### src/rtl/accum_multi_nbits.sv
// Multi-channel running-sum accumulator with read-and-clear readout,
// wrap/saturate overflow handling and a one-channel-per-cycle clear sweep.
module accum_multi_nbits #(
    parameter int WIDTH     = 32,
    parameter int ACC_WIDTH = 40,
    parameter int NCH       = 4,
    parameter bit SATURATE  = 1'b0,
    localparam int CH_W     = $clog2(NCH)
) (
    input  logic                 clk_i,
    input  logic                 rst_i,
    input  logic                 in_valid_i,
    output logic                 in_ready_o,
    input  logic [CH_W-1:0]      ch_i,
    input  logic [WIDTH-1:0]     x_i,
    input  logic                 rd_req_i,
    input  logic [CH_W-1:0]      rd_ch_i,
    output logic                 rd_valid_o,
    output logic [ACC_WIDTH-1:0] rd_data_o,
    output logic                 rd_ovf_o,
    input  logic                 clear_all_i,
    output logic                 busy_o
);

    typedef enum logic {
        IDLE  = 1'b0,
        SWEEP = 1'b1
    } state_t;

    state_t              state;
    state_t              state_nxt;
    logic [CH_W-1:0]     idx;
    logic [CH_W-1:0]     idx_nxt;

    logic [ACC_WIDTH-1:0] acc     [NCH];
    logic [ACC_WIDTH-1:0] acc_nxt [NCH];
    logic                 ovf     [NCH];
    logic                 ovf_nxt [NCH];

    logic                 add_fire;
    logic                 rd_fire;
    logic                 rd_ch_ok;
    logic [ACC_WIDTH:0]   x_ext;

    assign in_ready_o = (state == IDLE);
    assign busy_o     = (state == SWEEP);
    assign add_fire   = (state == IDLE) && in_valid_i;
    assign rd_fire    = (state == IDLE) && rd_req_i;
    assign rd_ch_ok   = int'(rd_ch_i) < NCH;
    assign x_ext      = {{(ACC_WIDTH - WIDTH + 1){1'b0}}, x_i};

    always_ff @(posedge clk_i) begin
        if (rst_i) begin
            state <= IDLE;
            idx   <= '0;
        end else begin
            state <= state_nxt;
            idx   <= idx_nxt;
        end
    end

    always_comb begin
        state_nxt = state;
        idx_nxt   = idx;
        unique case (state)
            IDLE: begin
                if (clear_all_i) begin
                    state_nxt = SWEEP;
                    idx_nxt   = '0;
                end
            end
            SWEEP: begin
                idx_nxt = idx + 1'b1;
                if (idx == CH_W'(NCH - 1)) begin
                    state_nxt = IDLE;
                end
            end
            default: state_nxt = IDLE;
        endcase
    end

    // A read clears the channel first, so a same-edge add restarts from zero.
    always_comb begin
        logic [ACC_WIDTH-1:0] base;
        logic                 base_ovf;
        logic [ACC_WIDTH:0]   sum;
        for (int c = 0; c < NCH; c++) begin
            base     = acc[c];
            base_ovf = ovf[c];
            if (rd_fire && rd_ch_i == CH_W'(c)) begin
                base     = '0;
                base_ovf = 1'b0;
            end
            sum        = {1'b0, base} + x_ext;
            acc_nxt[c] = base;
            ovf_nxt[c] = base_ovf;
            if (add_fire && ch_i == CH_W'(c)) begin
                if (sum[ACC_WIDTH]) begin
                    acc_nxt[c] = SATURATE ? {ACC_WIDTH{1'b1}}
                                          : sum[ACC_WIDTH-1:0];
                    ovf_nxt[c] = 1'b1;
                end else begin
                    acc_nxt[c] = sum[ACC_WIDTH-1:0];
                end
            end
            if (state == SWEEP && idx == CH_W'(c)) begin
                acc_nxt[c] = '0;
                ovf_nxt[c] = 1'b0;
            end
        end
    end

    always_ff @(posedge clk_i) begin
        if (rst_i) begin
            for (int c = 0; c < NCH; c++) begin
                acc[c] <= '0;
                ovf[c] <= 1'b0;
            end
            rd_valid_o <= 1'b0;
            rd_data_o  <= '0;
            rd_ovf_o   <= 1'b0;
        end else begin
            for (int c = 0; c < NCH; c++) begin
                acc[c] <= acc_nxt[c];
                ovf[c] <= ovf_nxt[c];
            end
            rd_valid_o <= rd_fire;
            if (rd_fire) begin
                rd_data_o <= rd_ch_ok ? acc[rd_ch_i] : '0;
                rd_ovf_o  <= rd_ch_ok ? ovf[rd_ch_i] : 1'b0;
            end
        end
    end

endmodule

### config.mk
export PLATFORM = sky130hd
export DESIGN_NAME = accum_multi_nbits
export DESIGN_NICKNAME = d
export VERILOG_FILES = /design/src/rtl/accum_multi_nbits.sv
export SDC_FILE = /design/constraint.sdc
export NUM_CORES = 1
export LEC_CHECK = 0
export CORE_MARGIN = 2
export CORE_UTILIZATION = 65
export DETAILED_ROUTE_END_ITERATION = 12
export PLACE_DENSITY = 0.84
export REMOVE_ABC_BUFFERS = 1
export SLEW_MARGIN = 15
export SYNTH_ARGS = -nofsm -noshare
export SYNTH_HDL_FRONTEND = slang
export SYNTH_SLANG_ARGS = --single-unit
### constraint.sdc
create_clock -name clk_i -period 8.9 [get_ports clk_i]
set_clock_uncertainty 0.05 [all_clocks]
set_input_delay 1.335 -clock clk_i [delete_from_list [all_inputs] [get_ports clk_i]]
set_output_delay 1.335 -clock clk_i [all_outputs]
set_load 0.01 [all_outputs]
==> results of run 1 <==
[cells in the final DEF (no fill, tap or decap), drive strengths merged, types with 6 or more instances in the layout]
cell	netlist	layout
a211o	8	8
a211oi	14	14
a21boi	6	6
a21o	77	77
a21oi	225	225
a22o	36	36
a31o	9	9
a31oi	22	22
and2	132	132
and3	17	17
buf	20	23
clkbuf	86	35
clkdlybuf4s50	0	81
clkinv	0	7
dfxtp	209	209
ha	132	132
inv	39	40
mux4	41	41
nand2	306	306
nand2b	16	16
nand3	52	52
nand4	30	30
nor2	133	133
nor2b	17	17
nor3	37	37
nor3b	6	6
nor4	6	6
o211ai	13	13
o21a	11	11
o21ai	112	112
o21bai	18	18
o31ai	12	12
or2	8	8
or3	17	17
xnor2	66	66
xor2	51	51
[routing by layer]
| layer | share of wire | global-route usage |
|---|---|---|
| met1 | 0.40 | 0.543 |
| met2 | 0.44 | 0.635 |
| met3 | 0.11 | 0.0909 |
| met4 | 0.050 | 0.185 |
| met5 | 0.00030 | 0 |
[worst max-delay path: cells and delay by family]
| kind | cells | cell delay (ns) |
|---|---|---|
| buf+inv | 1 | 0.50 |
| compound gates | 6 | 2.16 |
| simple gates | 6 | 2.33 |
| fa+ha+maj | 1 | 0.36 |
[cell families (layout without fill, tap and decap cells)]
| logic type | after synthesis | count (layout) | share of synthesized area |
|---|---|---|---|
| compound gates | 611 | 611 | 0.245 |
| mux | 46 | 46 | 0.0599 |
| buf+inv | 145 | 189 | 0.0341 |
| flops | 209 | 209 | 0.258 |
| fa+ha+maj | 136 | 136 | 0.107 |
| xor+xnor | 117 | 117 | 0.0631 |
| simple gates | 789 | 789 | 0.234 |
[metrics by stage]
| stage | power [W] | setup WS (ns) |
|---|---|---|
| after global placement | 0.00142 | 2.44 |
| after floorplan | 0.00127 | 2.62 |
| after CTS | 0.00247 | 2.89 |
| after detailed placement | 0.00143 | 2.34 |
| after global routing | 0.00256 | 2.44 |
| final | 0.00249 | 2.59 |
[power groups by stage]
| stage | clock network [W] | registers [W] | logic (W) |
|---|---|---|---|
| 3_5_place_dp | 0 | 0.000992 | 0.000436 |
| 6_report | 0.00106 | 0.000973 | 0.000452 |
| 2_1_floorplan | 0 | 0.000985 | 0.000286 |
| 5_1_grt | 0.00110 | 0.000974 | 0.000486 |
| 4_1_cts | 0.00106 | 0.000972 | 0.000439 |
| 3_3_place_gp | 0 | 0.000992 | 0.000427 |
[worst max-delay path by stage]
| stage | cells after the start | slack, ns | endpoint | startpoint |
|---|---|---|---|---|
| floorplan | 12 | 2.62 | acc[1][36]$_SDFF_PP0_ | rd_req_i |
| global placement | 14 | 2.44 | acc[0][35]$_SDFF_PP0_ | rd_req_i |
| detailed placement | 14 | 2.34 | acc[0][35]$_SDFF_PP0_ | rd_req_i |
| CTS | 14 | 2.89 | acc[0][35]$_SDFF_PP0_ | rd_req_i |
| global route | 14 | 2.44 | acc[0][35]$_SDFF_PP0_ | rd_req_i |
| finish | 14 | 2.59 | acc[0][35]$_SDFF_PP0_ | rd_req_i |
[flip-flops by register name, summed over array words and instances, names as in the netlist]
| name | count |
|---|---|
| rd_valid_o | 1 |
| rd_data_o | 40 |
| rd_ovf_o | 1 |
| ovf | 4 |
| acc | 160 |
| idx | 2 |
| busy_o | 1 |
[final cells by class]
class,count,area [um^2],share of cell area
Clock buffer,35,733,0.0406
Multi-Input combinational cell,1699,11500,0.638
Tap cell,324,405,0.0224
Inverter,39,146,0.00810
Sequential cell,209,4180,0.231
Clock inverter,11,104,0.00574
Timing Repair Buffer,104,976,0.0540
==> impl_metrics.csv, run 1 <==
group,metric,value,unit
outcome,status,"finished clean",
power_and_ir_drop,power_density,138,nW/um^2
power_and_ir_drop,combinationalPowerShare,0.182,
synthesis,syn_inst,2053,
clocking,cts.sinks,209,
sta,final_max_slew_viol_count,0,
clocking,hold_buffers,0,
power_and_ir_drop,switching_share,0.305,
sta,rsz0062_at_grt,"false",
place,dpl.cell_count,2375,
die,initial_core_util,0.666,
place,gp_congestion,1.02,
global_routing,grt_pass1_vias,15500,
final_layout,final_core_util,0.741,
worst_setup_path,cp.required,9.29,ns
routing,vias,16100,
final_layout,fill_cells,1904,
worst_setup_path,worstReg2RegStart,"busy_o$_SDFF_PP0_",
die,io_pins,85,
synthesis,synthArstFlopShare,0,
clocking,post_cts_buffers,0,
final_layout,syn2layout_area_growth,11.3,%
routing,first_pass_iters,8,
worst_setup_path,r2r_slack,3.14,ns
sta,maxSlewHeadroom,0.228,
die,die_area,26300,um^2
final_layout,diodes,0,
sta,finalSetupTns,0,ns
place,dp_hpwl,40200,um
routing,wl_per_cell,22.4,um
worst_setup_path,crit_slowest_cell,"or3_1",
worst_setup_path,worstSetupPathType,"in2reg",
synthesis,ys_seq_area_frac,0.258,
power_and_ir_drop,ir_worst_vdd,0.000149,V
clocking,cts_tree,"done",
min_path,min_to,"ovf[0]$_SDFF_PP0_",
worst_setup_path,crit_arrival,6.69,ns
power_and_ir_drop,power.share.clock,0.427,
worst_setup_path,start_kind,"primary input",
worst_setup_path,worst_r2r_path_depth,15,
sta,finalCritPeriodShare,0.709,
worst_setup_path,worstPathMaxFanout,27,
final_layout,fin_cells,2421,
job,max_cap_viol_count,0,
synthesis,netlist_area,16200,um^2
worst_setup_path,critPathMostFrequentCell,"o211ai_1",
final_layout,drive_gt1_frac,0.0749,
worst_setup_path,max_stage_delay,0.92,ns
worst_setup_path,path_cells,"clkdlybuf4s50_1 > nand2b_2 > or3_1 > and2_1 > ha_1 > o211ai_1 > o211ai_1 > a31oi_2 > a2111oi_2 > o211ai_1 > nand4b_1 > nor2_1 > nor4_1 > a31oi_1",
die,die_x,162,um
min_path,holdPathStages,2,
min_path,hp-class,"reg2reg",
global_routing,grt_max_degree,53,
synthesis,yosysMostFrequentCell,"nand2_1",
routing,drc_errors,0,
place,io_buffers,84,
synthesis,synth_warnings,0,
clocking,ctsResizeCount,0,
clocking,cts-root-buf,"clkbuf_16",
final_layout,finalNetCount,2255,
routing,wl,54200,um
sta,hold_violations,0,
sta,fin_hold_ws,0.402,ns
routing,drt_iter0_markers,2002,
worst_setup_path,end_kind,"register",
place,placed_cell_area,17200,um^2
sta,tightest_slew,1.16,ns
die,coreArea,24400,um^2
synthesis,ys_types,84,
routing,ant_nets,0,
synthesis,synth_largest_area_cell,"dfxtp_1",
worst_setup_path,r2r-end,"acc[0][38]$_SDFF_PP0_",
synthesis,syn_area_per_cell,7.91,um^2
die,die_h,162,um
sta,setup_viol,0,
sta,max_freq,159,MHz
synthesis,synth.area.top_cells,"dfxtp_1, ha_1, nand2_1, a21oi_1, mux4_2",
synthesis,synth_top_area_share,0.258,
power_and_ir_drop,p_sw,0.000757,W
clocking,cts_buffer_depth,3,
power_and_ir_drop,total_leakage_power,7.52,nW
clocking,worstSkewPairLatency,0.56,ns
routing,vias_per_cell,6.67,
clocking,cts.clk_slew.worst_paths,0.06,ns
die,rows,57,
synthesis,ys_ff_latch,209,
global_routing,grt_usage,0.408,
synthesis,synth_edf_count,0,
clocking,cts_buffers,25,
global_routing,antenna_found_initial,1,
power_and_ir_drop,seq_power_share,0.391,
global_routing,grt_overflow,0,
synthesis,ys.flop_type,"dfxtp_1",
synthesis,synth_commonest_cells,"nand2_1, a21oi_1, dfxtp_1",
sta,layout_min_cycle_time,6.31,ns
power_and_ir_drop,p_int,0.00173,W
clocking,h-tree-depth,1,
min_path,holdCritStartpoint,"ovf[0]$_SDFF_PP0_",
global_routing,grt_pass1_wl,84000,um
final_layout,final_area,18100,um^2
Power figures use the tool's default switching activity.
==> inputs of run 2 (changes only) <==
--- a/config.mk
+++ b/config.mk
@@ -6,9 +6,9 @@
 export NUM_CORES = 1
 export LEC_CHECK = 0
 export CORE_MARGIN = 2
-export CORE_UTILIZATION = 65
+export CORE_UTILIZATION = 56
 export DETAILED_ROUTE_END_ITERATION = 12
-export PLACE_DENSITY = 0.84
+export PLACE_DENSITY = 0.77
 export REMOVE_ABC_BUFFERS = 1
 export SLEW_MARGIN = 15
 export SYNTH_ARGS = -nofsm -noshare
==> constraint.sdc (replaced) <==
create_clock -name clk_i -period 5.5 [get_ports clk_i]
set_clock_uncertainty 0.05 [all_clocks]
set_input_delay 0.825 -clock clk_i [delete_from_list [all_inputs] [get_ports clk_i]]
set_output_delay 0.825 -clock clk_i [all_outputs]
set_load 0.01 [all_outputs]
==> run 2 against run 1 <==
Effect of this change: worst hold slack worse by 0.0019 ns; critical path type unchanged; core utilization down 10 points; routed wire length down 0.78%.
==> impl_metrics.csv, run 2 (synthesized netlist as in run 1, its figures left out) <==
group,metric,value,unit
sta,layout_min_cycle_time,4.73,ns
final_layout,layout_commonest_cell,"nand2_1",
die,io_pins,85,
place,dp_hpwl,40400,um
final_layout,drive_gt1_frac,0.0787,
min_path,min_to,"rd_data_o[23]$_SDFFE_PP0P_",
worst_setup_path,end_kind,"register",
final_layout,top_regs,"acc (160), rd_data_o (40), ovf (4)",
power_and_ir_drop,total_leakage_power,7.60,nW
place,io_buffers,84,
final_layout,diodes,0,
sta,finalSetupTns,0,ns
final_layout,fill_cells,2501,
routing,vias,15900,
worst_setup_path,cp.required,5.89,ns
final_layout,final_area,18300,um^2
clocking,h-tree-depth,1,
clocking,ctsResizeCount,0,
global_routing,antenna_found_initial,0,
clocking,cts-root-buf,"clkbuf_16",
die,initial_core_util,0.567,
routing,wl,53800,um
power_and_ir_drop,power_density,227,nW/um^2
worst_setup_path,r2r-end,"acc[0][38]$_SDFF_PP0_",
worst_setup_path,start_kind,"primary input",
power_and_ir_drop,finalPower,0.00416,W
routing,wl_per_cell,21.6,um
place,placed_cell_area,17400,um^2
global_routing,grt_pass1_wl,83400,um
clocking,worstSkewPairLatency,0.55,ns
min_path,holdCritStartpoint,"rd_data_o[23]$_SDFFE_PP0P_",
routing,ant_nets,0,
place,dp_slack,0.377,ns
sta,tightest_slew,1.08,ns
final_layout,final_cell_mix,"nand2_1, a21oi_1, dfxtp_1",
outcome,status,"finished clean",
die,coreArea,28600,um^2
worst_setup_path,crit_arrival,5.12,ns
clocking,cts.clk_slew.worst_paths,0.05,ns
sta,rsz0062_at_grt,"false",
clocking,post_cts_buffers,0,
routing,vias_per_cell,6.37,
min_path,hp-class,"reg2reg",
clocking,cts_tree,"done",
die,die_h,174,um
worst_setup_path,worstSetupPathType,"in2reg",
final_layout,largest_reg_flops,160,
final_layout,largest-register,"acc",
sta,setup_ws,0.768,ns
sta,hold_violations,0,
global_routing,grt_max_degree,44,
clocking,hold_buffers,0,
global_routing,grt_overflow,0,
final_layout,finalNetCount,2265,
die,rows,62,
power_and_ir_drop,ir_worst_vdd,0.000275,V
final_layout,final_core_util,0.640,
clocking,cts_buffer_depth,3,
global_routing,grt_pass1_vias,14900,
worst_setup_path,worst_r2r_path_depth,15,
routing,drt_iter0_markers,1455,
clocking,cts_buffers,27,
sta,setup_viol,0,
sta,max_freq,211,MHz
final_layout,syn2layout_area_growth,12.8,%
routing,first_pass_iters,5,
worst_setup_path,r2r_slack,0.85,ns
die,die_area,30400,um^2
routing,drc_errors,0,
die,die_x,174,um
worst_setup_path,worstPathMaxFanout,21,
sta,final_max_slew_viol_count,0,
global_routing,grt_usage,0.347,
clocking,cts.sinks,209,
worst_setup_path,worstReg2RegStart,"busy_o$_SDFF_PP0_",
sta,maxSlewHeadroom,0.280,
place,gp_congestion,1.00,
job,max_cap_viol_count,0,
sta,finalCritPeriodShare,0.860,
min_path,holdPathStages,2,
[run 2: cell count changes in the layout (fill, tap and decap cells not counted), sizes merged]
| cell | before | now |
|---|---|---|
| buf | 23 | 31 |
| bufinv | 1 | 3 |
| clkbuf | 35 | 39 |
| clkinv | 7 | 4 |
| clkinvlp | 2 | 1 |
| inv | 40 | 41 |
[run 2: report_power, final]
group	total, W	leakage, nW	switching (W)	internal [W]
logic	0.000733	5.46	0.000460	0.000272
clock network	0.00185	0.456	0.000717	0.00113
registers	0.00157	1.69	0.0000281	0.00155
total	0.00416	7.60	0.00121	0.00295
[run 2: worst max path at each step]
stage,from,end,cells past startpoint
floorplan,rd_req_i,acc[1][36]$_SDFF_PP0_,12
global placement,rd_req_i,acc[1][36]$_SDFF_PP0_,17
detailed placement,rd_req_i,acc[0][35]$_SDFF_PP0_,14
CTS,rd_req_i,acc[1][36]$_SDFF_PP0_,17
global route,rd_req_i,acc[0][35]$_SDFF_PP0_,14
finish,rd_req_i,acc[1][36]$_SDFF_PP0_,17
[run 2: per-stage QoR]
step | instances | hold WS, ns
after floorplan | 1947 | 0.377
after detailed placement | 2442 | 0.396
final | 2492 | 0.400
after global routing | 2492 | 0.422
after CTS | 2491 | 0.403
after global placement | 2442 | 0.391
[run 2: per-layer routing]
| layer | global-route usage | share of wire |
|---|---|---|
| met5 | 0 | 0 |
| met2 | 0.549 | 0.44 |
| met4 | 0.130 | 0.042 |
| met3 | 0.0790 | 0.094 |
| met1 | 0.463 | 0.43 |
[run 2: worst max-delay path, cell delays in order]
cell and delay (ns):
clkdlybuf4s50_1 0.44, nor2b_4 0.16, nand3b_1 0.13, buf_4 0.27, and2_1 0.19, ha_1 0.18, inv_1 0.07, fa_1 0.43
nor2b_1 0.21, o2111ai_1 0.22, a31oi_1 0.51, o211ai_2 0.22, a21oi_1 0.42, o41ai_2 0.18, nor3_2 0.31, a311oi_1 0.13
a41o_1 0.22
[run 2: cell type report]
cell class / instances / area (um^2) / area share
Inverter: 39 / 146 / 0.00799
Clock inverter: 10 / 135 / 0.00737
Clock buffer: 39 / 791 / 0.0432
Sequential cell: 209 / 4180 / 0.228
Tap cell: 384 / 480 / 0.0262
Multi-Input combinational cell: 1699 / 11500 / 0.630
Timing Repair Buffer: 112 / 1050 / 0.0574
==> inputs of run 3 (changes only) <==
--- a/config.mk
+++ b/config.mk
@@ -5,10 +5,11 @@
 export SDC_FILE = /design/constraint.sdc
 export NUM_CORES = 1
 export LEC_CHECK = 0
+export ABC_AREA = 1
 export CORE_MARGIN = 2
-export CORE_UTILIZATION = 56
+export CORE_UTILIZATION = 57
 export DETAILED_ROUTE_END_ITERATION = 12
-export PLACE_DENSITY = 0.77
+export PLACE_DENSITY = 0.78
 export REMOVE_ABC_BUFFERS = 1
 export SLEW_MARGIN = 15
 export SYNTH_ARGS = -nofsm -noshare
==> run 3 against run 2 <==
Effect of this change: worst hold slack improved by 0.021 ns; non-clock buffer count decreased by 2; maximum frequency increased by 14%; core utilization decreased by 0.39 points; design area increased by 23%.
==> impl_metrics.csv, run 3 <==
group,metric,value,unit
place,dp_hpwl,52600,um
power_and_ir_drop,power_density,202,nW/um^2
routing,first_pass_iters,6,
place,io_buffers,84,
sta,maxSlewHeadroom,0.235,
sta,finalSetupTns,0,ns
final_layout,drive_gt1_frac,0.0307,
sta,tightest_slew,1.14,ns
min_path,min_to,"ovf[0]$_SDFF_PP0_",
place,gp_congestion,0.977,
final_layout,final_cell_mix,"nand2_1, inv_1, nor2_1",
synthesis,synth_largest_area_cell,"nand2_1",
synthesis,yosysMostFrequentCell,"nand2_1",
clocking,worstSkewPairLatency,0.57,ns
sta,max_freq,241,MHz
outcome,status,"finished clean",
clocking,hold_buffers,0,
worst_setup_path,crit_buf_inv,7,
synthesis,synth_edf_count,0,
final_layout,syn2layout_area_growth,10.3,%
worst_setup_path,start_kind,"primary input",
synthesis,ys_ff_latch,209,
routing,drt_iter0_markers,1513,
clocking,cts-root-buf,"clkbuf_16",
synthesis,synth_commonest_cells,"nand2_1, inv_1, nor2_1, dfxtp_1, nand3_1",
sta,setup_ws,1.36,ns
min_path,holdPathStages,2,
routing,vias_per_cell,5.23,
worst_setup_path,r2r-end,"acc[1][30]$_SDFF_PP0_",
synthesis,ys_types,46,
final_layout,finalNetCount,3942,
routing,wl,66100,um
worst_setup_path,worst_r2r_path_depth,20,
die,rows,69,
synthesis,synth_warnings,0,
global_routing,antenna_found_initial,0,
clocking,ctsResizeCount,0,
clocking,cts_tree,"done",
global_routing,grt_pass1_vias,20500,
routing,ant_nets,0,
clocking,cts_buffer_depth,3,
synthesis,synth_top_area_share,0.208,
final_layout,diodes,0,
die,initial_core_util,0.577,
final_layout,fill_cells,3652,
worst_setup_path,max_stage_delay,0.79,ns
worst_setup_path,worstReg2RegStart,"busy_o$_SDFF_PP0_",
synthesis,netlist_area,20400,um^2
worst_setup_path,r2r_slack,1.76,ns
sta,final_max_slew_viol_count,0,
routing,wl_per_cell,15.6,um
clocking,h-tree-depth,1,
clocking,cts.clk_slew.worst_paths,0.06,ns
worst_setup_path,worstPathMaxFanout,29,
worst_setup_path,cp.required,5.91,ns
sta,hold_violations,0,
synthesis,synthArstFlopShare,0,
global_routing,grt_pass1_wl,104000,um
power_and_ir_drop,total_leakage_power,12.4,nW
clocking,cts_buffers,25,
sta,setup_viol,0,
clocking,cts.sinks,209,
power_and_ir_drop,ir_worst_vdd,0.000277,V
synthesis,ys.flop_type,"dfxtp_1",
global_routing,grt_overflow,0,
die,die_area,37400,um^2
die,io_pins,85,
min_path,holdCritStartpoint,"ovf[0]$_SDFF_PP0_",
min_path,hp-class,"reg2reg",
worst_setup_path,crit_slowest_cell,"clkdlybuf4s50_1",
global_routing,grt_max_degree,60,
die,die_x,193,um
global_routing,grt_usage,0.346,
final_layout,top_regs,"acc (160), rd_data_o (40), ovf (4)",
die,die_h,193,um
clocking,post_cts_buffers,0,
worst_setup_path,path_cells,"clkdlybuf4s50_1 > inv_2 > nand2_1 > nor2_2 > buf_4 > nor2_1 > ha_1 > inv_1 > fa_1 > inv_1 > nand3_1 > nand3_1 > nand2_1 > nand2_1 > inv_1 > o21bai_1 > nand2_1 > nand3_1 > nand3_1 > nand2_1 > inv_1",
synthesis,syn_area_per_cell,5.49,um^2
worst_setup_path,critPathMostFrequentCell,"nand2_1",
worst_setup_path,end_kind,"register",
sta,finalCritPeriodShare,0.753,
sta,rsz0062_at_grt,"false",
job,max_cap_viol_count,0,
worst_setup_path,critical-path-top-delay-family,"buffers and inverters",
synthesis,synth.area.top_cells,"nand2_1, dfxtp_1, inv_1, nor2_1, ha_1",
worst_setup_path,worstSetupPathType,"in2reg",
worst_setup_path,critPathLaunch,"rd_ch_i[1]",
place,dp_slack,0.899,ns
synthesis,syn_inst,3723,
die,coreArea,35400,um^2
routing,drc_errors,0,
final_layout,largest_reg_flops,160,
final_layout,layout_commonest_cell,"nand2_1",
synthesis,ys_seq_area_frac,0.205,
final_layout,largest-register,"acc",
routing,vias,22200,
sta,layout_min_cycle_time,4.14,ns
worst_setup_path,crit_arrival,4.55,ns
[run 3: changes by cell type in the layout (fill, tap and decap cells not counted), moves of 56 or more]
cell	previous run	this run
xnor2_1	66	10
inv_1	38	740
and2_1	132	10
nand3_1	50	209
a21o_1	77	0
nand2_1	305	1130
nor2_1	132	603
[run 3: routing by layer]
layer,vias up,track usage,part of all wire
met5,-,0,0
met2,761,0.579,0.44
met1,9810,0.452,0.43
met4,0,0.132,0.039
li1,11500,-,-
met3,143,0.0469,0.086
[run 3: per-stage QoR]
step	std cells	total power (W)	area (um^2)	utilization	hold WS, ns
after detailed placement	4199	0.00270	21600	0.611	0.408
final	4245	0.00455	22500	0.636	0.421
after global routing	4245	0.00475	22500	0.636	0.433
after global placement	4199	0.00269	21600	0.611	0.408
after CTS	4245	0.00454	22500	0.636	0.419
after floorplan	3628	0.00234	20000	-	0.395
[run 3: tightest hold or removal path: cells and delay by family (launching register included)]
family          cells  cell delay [ns]
flops               1             0.31
compound gates      1             0.06
simple gates        1             0.06
[run 3: cells by family after synthesis]
family,share of synthesized area
XOR/XNOR,0.0356
adder cells (fa/ha/maj),0.0848
AO/OA/AOI/OAI,0.118
AND/OR/NAND/NOR,0.397
flip-flops,0.205
buffers and inverters,0.160
[run 3: area by class of cell]
cell class,instances,area [um^2],area share
clock buffers,34,709,0.0315
flip-flops and latches,209,4180,0.186
clock inverters,12,193,0.00856
repair buffers,110,1040,0.0460
multi-input cells,2666,13000,0.577
well taps,461,577,0.0256
inverters,753,2830,0.126
[run 3: power by group]
part / total (W) / internal [W] / switching, W
registers: 0.00161 / 0.00158 / 0.0000333
clock network: 0.00186 / 0.00114 / 0.000725
logic: 0.00108 / 0.000357 / 0.000720
total: 0.00455 / 0.00307 / 0.00148
[run 3: how the worst max path moves through the flow]
| stage | endpoint | slack [ns] | cells after the start |
|---|---|---|---|
| final | acc[1][30]$_SDFF_PP0_ | 1.36 | 21 |
| after CTS | acc[1][32]$_SDFF_PP0_ | 1.47 | 21 |
| after global placement | acc[1][30]$_SDFF_PP0_ | 0.96 | 21 |
| after floorplan | acc[0][39]$_SDFF_PP0_ | 0.56 | 16 |
| after detailed placement | acc[1][30]$_SDFF_PP0_ | 0.90 | 21 |
| after global routing | acc[1][32]$_SDFF_PP0_ | 1.13 | 21 |
